===== src/rtl/csi_ppi_hs_tx_feeder_if.sv =====
// Bundle of the feeder's control, CSI FIFO and data-lane Tx PPI signals.
// The master modport is the feeder itself; slave is the surrounding logic.
interface csi_ppi_hs_tx_feeder_if #(
  parameter int WORD_BYTES = 1,
  parameter int LEN_W      = 16
);
  logic                    Enable;
  logic                    Start;
  logic [LEN_W-1:0]        BurstSize;
  logic                    Busy;
  logic                    Done;
  logic                    UnderrunErr;
  logic                    FifoEmpty;
  logic [8*WORD_BYTES-1:0] FifoData;
  logic                    FifoPop;
  logic                    TxRequestHS;
  logic [8*WORD_BYTES-1:0] TxDataHS;
  logic [3:0]              TxWordValidHS;
  logic                    TxReadyHS;
  logic                    Stopstate;

  modport master (
    input  Enable, Start, BurstSize, FifoEmpty, FifoData, TxReadyHS, Stopstate,
    output Busy, Done, UnderrunErr, FifoPop, TxRequestHS, TxDataHS, TxWordValidHS
  );

  modport slave (
    output Enable, Start, BurstSize, FifoEmpty, FifoData, TxReadyHS, Stopstate,
    input  Busy, Done, UnderrunErr, FifoPop, TxRequestHS, TxDataHS, TxWordValidHS
  );
endinterface


===== src/rtl/csi_ppi_hs_tx_feeder.sv =====
// HS transmit feeder: drains CSI packet bytes from a FWFT FIFO through a one-word
// holding register onto the data-lane Tx PPI, one burst per accepted Start.
module csi_ppi_hs_tx_feeder #(
  parameter int WORD_BYTES = 1,
  parameter int LEN_W      = 16
) (
  input  logic                   TxWordClkHS,
  input  logic                   ResetN,
  csi_ppi_hs_tx_feeder_if.master bus
);
  localparam int               DW        = 8 * WORD_BYTES;
  localparam logic [LEN_W-1:0] WB_L      = LEN_W'(WORD_BYTES);
  localparam logic [3:0]       FULL_MASK = 4'((1 << WORD_BYTES) - 1);

  typedef enum logic [1:0] {
    S_IDLE,
    S_REQ,
    S_SEND,
    S_WAIT_STOP
  } state_t;

  state_t           r_state, w_state_nxt;
  logic             r_req, w_req_nxt;
  logic [DW-1:0]    r_hold, w_hold_nxt;
  logic             r_hold_vld, w_hold_vld_nxt;
  logic [LEN_W-1:0] r_rem, w_rem_nxt;
  logic [LEN_W-1:0] r_wtf, w_wtf_nxt;
  logic             r_uerr, w_uerr_nxt;
  logic             r_done, w_done_nxt;

  logic             w_accept;
  logic             w_underrun;
  logic             w_fetch_phase;
  logic             w_pop;
  logic [LEN_W-1:0] w_rem_dec;
  logic [LEN_W-1:0] w_rem_after;
  logic [3:0]       w_mask;

  function automatic logic [LEN_W-1:0] words_for(input logic [LEN_W-1:0] n);
    logic [LEN_W:0] sum;
    sum = {1'b0, n} + (LEN_W+1)'(WORD_BYTES - 1);
    return LEN_W'(sum / (LEN_W+1)'(WORD_BYTES));
  endfunction

  // A short tail (rem < WORD_BYTES <= 4) always fits in two bits.
  function automatic logic [3:0] lane_mask(input logic [LEN_W-1:0] rem);
    if (rem >= WB_L) return FULL_MASK;
    return (4'd1 << rem[1:0]) - 4'd1;
  endfunction

  assign w_accept      = r_req && bus.TxReadyHS && r_hold_vld;
  assign w_underrun    = (r_state == S_SEND) && bus.TxReadyHS && !r_hold_vld && (r_rem != '0);
  assign w_fetch_phase = ((r_state == S_REQ) || (r_state == S_SEND)) && bus.Enable;
  // Pop is suppressed on the underrun cycle so an abandoned burst leaves the FIFO untouched.
  assign w_pop         = w_fetch_phase && !w_underrun && !bus.FifoEmpty && (r_wtf != '0) &&
                         (!r_hold_vld || w_accept);
  assign w_rem_dec     = (r_rem >= WB_L) ? WB_L : r_rem;
  assign w_rem_after   = r_rem - w_rem_dec;
  assign w_mask        = (r_req && r_hold_vld) ? lane_mask(r_rem) : 4'd0;

  assign bus.TxRequestHS   = r_req;
  assign bus.TxDataHS      = r_hold;
  assign bus.TxWordValidHS = w_mask;
  assign bus.FifoPop       = w_pop;
  assign bus.Busy          = (r_state != S_IDLE);
  assign bus.Done          = r_done;
  assign bus.UnderrunErr   = r_uerr;

  always_comb begin
    w_state_nxt    = r_state;
    w_req_nxt      = r_req;
    w_hold_nxt     = r_hold;
    w_hold_vld_nxt = r_hold_vld;
    w_rem_nxt      = r_rem;
    w_wtf_nxt      = r_wtf;
    w_uerr_nxt     = r_uerr;
    w_done_nxt     = 1'b0;

    // Pop and accept in the same cycle reload the register without a bubble.
    if (w_pop) begin
      w_hold_nxt     = bus.FifoData;
      w_hold_vld_nxt = 1'b1;
      w_wtf_nxt      = r_wtf - LEN_W'(1);
    end else if (w_accept) begin
      w_hold_vld_nxt = 1'b0;
    end
    if (w_accept) w_rem_nxt = w_rem_after;

    case (r_state)
      S_IDLE: begin
        if (bus.Start && bus.Enable && (bus.BurstSize != '0)) begin
          w_state_nxt    = S_REQ;
          w_req_nxt      = 1'b1;
          w_rem_nxt      = bus.BurstSize;
          w_wtf_nxt      = words_for(bus.BurstSize);
          w_uerr_nxt     = 1'b0;
          w_hold_vld_nxt = 1'b0;
        end
      end
      S_REQ: begin
        // A burst no longer than one word finishes on its first accept.
        if (w_accept) begin
          if (w_rem_after == '0) begin
            w_state_nxt = S_WAIT_STOP;
            w_req_nxt   = 1'b0;
          end else begin
            w_state_nxt = S_SEND;
          end
        end
      end
      S_SEND: begin
        if (w_accept && (w_rem_after == '0)) begin
          w_state_nxt = S_WAIT_STOP;
          w_req_nxt   = 1'b0;
        end else if (w_underrun) begin
          w_state_nxt = S_WAIT_STOP;
          w_req_nxt   = 1'b0;
          w_uerr_nxt  = 1'b1;
        end
      end
      S_WAIT_STOP: begin
        if (bus.Stopstate) begin
          w_state_nxt = S_IDLE;
          w_done_nxt  = 1'b1;
        end
      end
      default: w_state_nxt = S_IDLE;
    endcase

    // Enable low wins over everything; the sticky error survives an abort.
    if (!bus.Enable) begin
      w_state_nxt    = S_IDLE;
      w_req_nxt      = 1'b0;
      w_hold_vld_nxt = 1'b0;
      w_done_nxt     = 1'b0;
    end
  end

  always_ff @(posedge TxWordClkHS or negedge ResetN) begin
    if (!ResetN) begin
      r_state    <= S_IDLE;
      r_req      <= 1'b0;
      r_hold     <= '0;
      r_hold_vld <= 1'b0;
      r_rem      <= '0;
      r_wtf      <= '0;
      r_uerr     <= 1'b0;
      r_done     <= 1'b0;
    end else begin
      r_state    <= w_state_nxt;
      r_req      <= w_req_nxt;
      r_hold     <= w_hold_nxt;
      r_hold_vld <= w_hold_vld_nxt;
      r_rem      <= w_rem_nxt;
      r_wtf      <= w_wtf_nxt;
      r_uerr     <= w_uerr_nxt;
      r_done     <= w_done_nxt;
    end
  end
endmodule


===== src/flat_wrapper.sv =====
// flat-port wrapper written by rule: the top's interface ports become plain ports
module csi_ppi_hs_tx_feeder_flat 
#(
  parameter int WORD_BYTES = 1,
  parameter int LEN_W      = 16
)
  (TxWordClkHS, ResetN, bus_Enable, bus_Start, bus_BurstSize, bus_FifoEmpty, bus_FifoData, bus_TxReadyHS, bus_Stopstate, bus_Busy, bus_Done, bus_UnderrunErr, bus_FifoPop, bus_TxRequestHS, bus_TxDataHS, bus_TxWordValidHS);
  csi_ppi_hs_tx_feeder_if #(.WORD_BYTES(WORD_BYTES), .LEN_W(LEN_W)) bus_i ();
  input  logic TxWordClkHS;
  input  logic ResetN;
  input wire logic [$bits(bus_i.Enable)-1:0] bus_Enable;
  input wire logic [$bits(bus_i.Start)-1:0] bus_Start;
  input wire logic [$bits(bus_i.BurstSize)-1:0] bus_BurstSize;
  input wire logic [$bits(bus_i.FifoEmpty)-1:0] bus_FifoEmpty;
  input wire logic [$bits(bus_i.FifoData)-1:0] bus_FifoData;
  input wire logic [$bits(bus_i.TxReadyHS)-1:0] bus_TxReadyHS;
  input wire logic [$bits(bus_i.Stopstate)-1:0] bus_Stopstate;
  output wire logic [$bits(bus_i.Busy)-1:0] bus_Busy;
  output wire logic [$bits(bus_i.Done)-1:0] bus_Done;
  output wire logic [$bits(bus_i.UnderrunErr)-1:0] bus_UnderrunErr;
  output wire logic [$bits(bus_i.FifoPop)-1:0] bus_FifoPop;
  output wire logic [$bits(bus_i.TxRequestHS)-1:0] bus_TxRequestHS;
  output wire logic [$bits(bus_i.TxDataHS)-1:0] bus_TxDataHS;
  output wire logic [$bits(bus_i.TxWordValidHS)-1:0] bus_TxWordValidHS;
  assign bus_i.Enable = bus_Enable;
  assign bus_i.Start = bus_Start;
  assign bus_i.BurstSize = bus_BurstSize;
  assign bus_i.FifoEmpty = bus_FifoEmpty;
  assign bus_i.FifoData = bus_FifoData;
  assign bus_i.TxReadyHS = bus_TxReadyHS;
  assign bus_i.Stopstate = bus_Stopstate;
  assign bus_Busy = bus_i.Busy;
  assign bus_Done = bus_i.Done;
  assign bus_UnderrunErr = bus_i.UnderrunErr;
  assign bus_FifoPop = bus_i.FifoPop;
  assign bus_TxRequestHS = bus_i.TxRequestHS;
  assign bus_TxDataHS = bus_i.TxDataHS;
  assign bus_TxWordValidHS = bus_i.TxWordValidHS;
  csi_ppi_hs_tx_feeder #(.WORD_BYTES(WORD_BYTES), .LEN_W(LEN_W)) u_core (.TxWordClkHS(TxWordClkHS), .ResetN(ResetN), .bus(bus_i));
endmodule

===== config.mk =====
export PLATFORM = sky130hd
export DESIGN_NAME = csi_ppi_hs_tx_feeder_flat
export DESIGN_NICKNAME = d
export VERILOG_FILES = /design/src/rtl/csi_ppi_hs_tx_feeder_if.sv /design/src/rtl/csi_ppi_hs_tx_feeder.sv /design/src/flat_wrapper.sv
export SDC_FILE = /design/constraint.sdc
export NUM_CORES = 1
export LEC_CHECK = 0
export ABC_AREA = 1
export ABC_CLOCK_PERIOD_IN_PS = 3100
export CAP_MARGIN = 20
export CORE_MARGIN = 3
export CORE_UTILIZATION = 25
export CTS_BUF_LIST = sky130_fd_sc_hd__clkbuf_2
export DETAILED_ROUTE_END_ITERATION = 8
export GPL_ROUTABILITY_DRIVEN = 0
export GPL_TIMING_DRIVEN = 0
export MAX_ROUTING_LAYER = met4
export PLACE_DENSITY = 0.46
export SETUP_SLACK_MARGIN = 0.4
export SYNTH_ARGS = -nofsm -noshare
export SYNTH_HDL_FRONTEND = slang
export SYNTH_SLANG_ARGS = --single-unit

===== constraint.sdc =====
create_clock -name TxWordClkHS -period 3.1 [get_ports TxWordClkHS]
set_clock_uncertainty 0.15 [all_clocks]
set_input_delay 0.62 -clock TxWordClkHS [delete_from_list [all_inputs] [get_ports TxWordClkHS]]
set_output_delay 0.62 -clock TxWordClkHS [all_outputs]
set_load 0.02 [all_outputs]

==> flow_summary.toml <==
[global_routing]
grt_pass1_vias = 3047
gr-total-overflow = 0
grt_max_degree = 34
grt_usage_pct = 14.3
grt_pass1_wl_um = 15700
antenna_found_initial = 0

[placed_design]
dpl-instance-area_um2 = 3790
hpwl_um = 7160
port_buffers = 43
dp.cells = 648

[finish]
diodes = 0
syn_to_final_growth_pct = 36.0
nFillCells = 1324
finalNetCount = 557
instances_no_fill = 686
seq_area_um2 = 1160
final_area_um2 = 4260
drive_above_1_share_pct = 22.0
multi_input_area_um2 = 1850
final_util_pct = 35.2

[logic_synthesis]
yosysTopAreaCellShare_pct = 36.8
yosys.cell_count.top_type = "nand2_1"
yosysWarnings = 0
synthCells = 434
synth_seq_cells = 46
ys_types = 41
synthesis.area_um2 = 3130
ys_seq_area_share_pct = 36.8
synth_largest_area_cell = "dfrtp_1"
synth_area_leaders = "dfrtp_1 (37%), nand2_1 (13%), inv_1 (6.8%)"
async_flop_share_pct = 100
syn_area_per_cell_um2 = 7.22
synth_edf_count = 0
synth_common_cells = "nand2_1 (112), inv_1 (57), nor2_1 (57)"
ys.flop_type = "dfrtp_1"

[clock_tree]
cts-root-buf = "clkbuf_2"
clk_pin_slew_ns = 0.27
clkSinkCount = 46
clock_path_buffers = 2
cts_tree = "built"
cts_buffers = 5
clk_latency_ns = 0.43
cts_max_level = 2

[critical_path]
startpoint = "u_core.r_wtf[7]"
r2r-end = "u_core.r_state[1]"
crit_required_ns = 2.33
cp-start-kind = "flip-flop"
slowest_delay_ns = 0.51
crit_arrival_ns = 2.02
ff2ff_setup_slack_ns = 0.38
cp_slowest_cell = "dfrtp_1"
cpMostUsedCell = "buf_6"
crit_chain = "nor2_1, nand2_1, nor4_4, a31oi_4, nand2_2, inv_2, buf_6, buf_6"
r2r_cells = 19
crit_fanout = 5
critPathCaptureType = "output pin"
critPathKind = "reg -> out"
crit_path_end = "bus_FifoPop"
worstReg2RegStart = "u_core.r_rem[5]"

[power_and_ir_drop]
ir_worst_vdd_mv = 0.267
powerDensity_nw_per_um2 = 772
leakage_nw = 1.99
fin_total_pwr_mw = 3.29

[die]
initial_core_util_pct = 25.9
die-area_um2 = 13900
die-height_um = 118
boundaryPins = 48
die_w_um = 118
core_area_um2 = 12100
row_count = 40

[detailed_routing]
viasPerCell = 4.43
avgRoutedWirePerCell_um = 13.8
drtIter0Drc = 133
vias = 3037
firstDrtPassIters = 4
drcViolationCount = 0
ant_nets = 0
wl_um = 9500

[timing]
drv_slew = 0
hold_viol = 0
period_minus_slack_ns = 2.79
period_share_pct = 90.0
fmax_mhz = 358
rsz0062_at_grt = "true"
tns_ns = 0
finalSetupViolations = 0

[min_path]
min_from = "u_core.bus.TxDataHS[4]"
hold_path.class = "reg -> reg"

[job]
drv_cap = 0

[run_status]
status = "complete, no violations"
## cells by family (layout without fill, tap and decap cells)
group                      count (synthesis)  in the layout  share of synthesized area, %
and+or+nand+nor                          232            232                          34.0
buffers and inverters                     74            156                          9.71
AOI/OAI and AO/OA                         53             53                          10.5
DFF                                       46             46                          36.8
xor gates and xnor gates                  18             18                          5.03
adders and majority gates                  8              8                          3.20
muxes                                      2              2                         0.639
other                                      1              3                         0.120
## through the flow
stage	hold WS, ns	worst slack [ns]
2_1_floorplan	0.174	0.634
4_1_cts	0.376	0.218
5_1_grt	0.399	0.128
3_5_place_dp	0.320	-0.374
6_report	0.367	0.309
3_3_place_gp	0.314	-0.381
## layout make-up
type	count	share of cell area, %
tap	168	4.94
timing repair buffer	75	16.3
buffer	16	2.29
clock buffer	5	0.588
multi-input combinational	316	43.3
clock inverter	2	0.235
sequential	46	27.2
inverter	58	5.17
## critical path: cells and delay by family (launching register included)
kind	cells	cell delay, ns
buffers and inverters	3	0.27
AO/OA/AOI/OAI	1	0.14
AND/OR/NAND/NOR	4	0.67
flip-flops	1	0.51
## cells in the final DEF (no fill, tap or decap), types with 7 or more instances in the layout
master and instances:
o21ai_0 14, nor2_2 8, clkdlybuf4s50_1 39, nor2_1 49, inv_1 54, dfrtp_1 42
clkbuf_2 8, xor2_1 10, nand2_2 7, buf_4 33, nand3_1 12, a21oi_1 7
a31oi_1 11, nand4_1 11, nand2_1 106
## registers in the layout (all words and copies together), names as in the netlist
| name | count |
|---|---|
| u_core.bus.Done | 1 |
| u_core.r_wtf | 16 |
| u_core.bus.UnderrunErr | 1 |
| u_core.r_state | 2 |
| u_core.r_rem | 16 |
| u_core.r_hold_vld | 1 |
| u_core.bus.TxRequestHS | 1 |
| u_core.bus.TxDataHS | 8 |
## routing by layer
metal	routed length, um	vias up	part of all wire (%)	track usage [%]
met3	250	14	2.6	2.02
li1	-	1545	-	-
met2	4700	60	49	24.4
met4	168	0	1.8	3.88
met5	0	-	0	-
met1	4380	1418	46	17.8
## where the power goes
| part | switching (mW) | internal, mW |
|---|---|---|
| Combinational | 1.02 | 0.862 |
| Sequential | 0.267 | 0.881 |
| Clock | 0.210 | 0.0490 |
## worst min-delay path by stage
stage / to / depth (start not counted)
finish: u_core.bus.TxDataHS[4] / 2
global route: u_core.bus.TxDataHS[7] / 2
CTS: u_core.bus.TxDataHS[6] / 2
detailed placement: u_core.bus.TxDataHS[4] / 2
global placement: u_core.bus.TxDataHS[0] / 2
floorplan: u_core.bus.Done / 0
## repair_timing
item                                    4_1_cts  5_1_grt
resized for setup                            37       20
pin swaps                                    16       18
endpoints found under the setup margin       21       22
buffers inserted                             16       14
hold buffers                                  1        0
endpoints found under the hold margin        13        0
(Power assumes the default switching activity.)
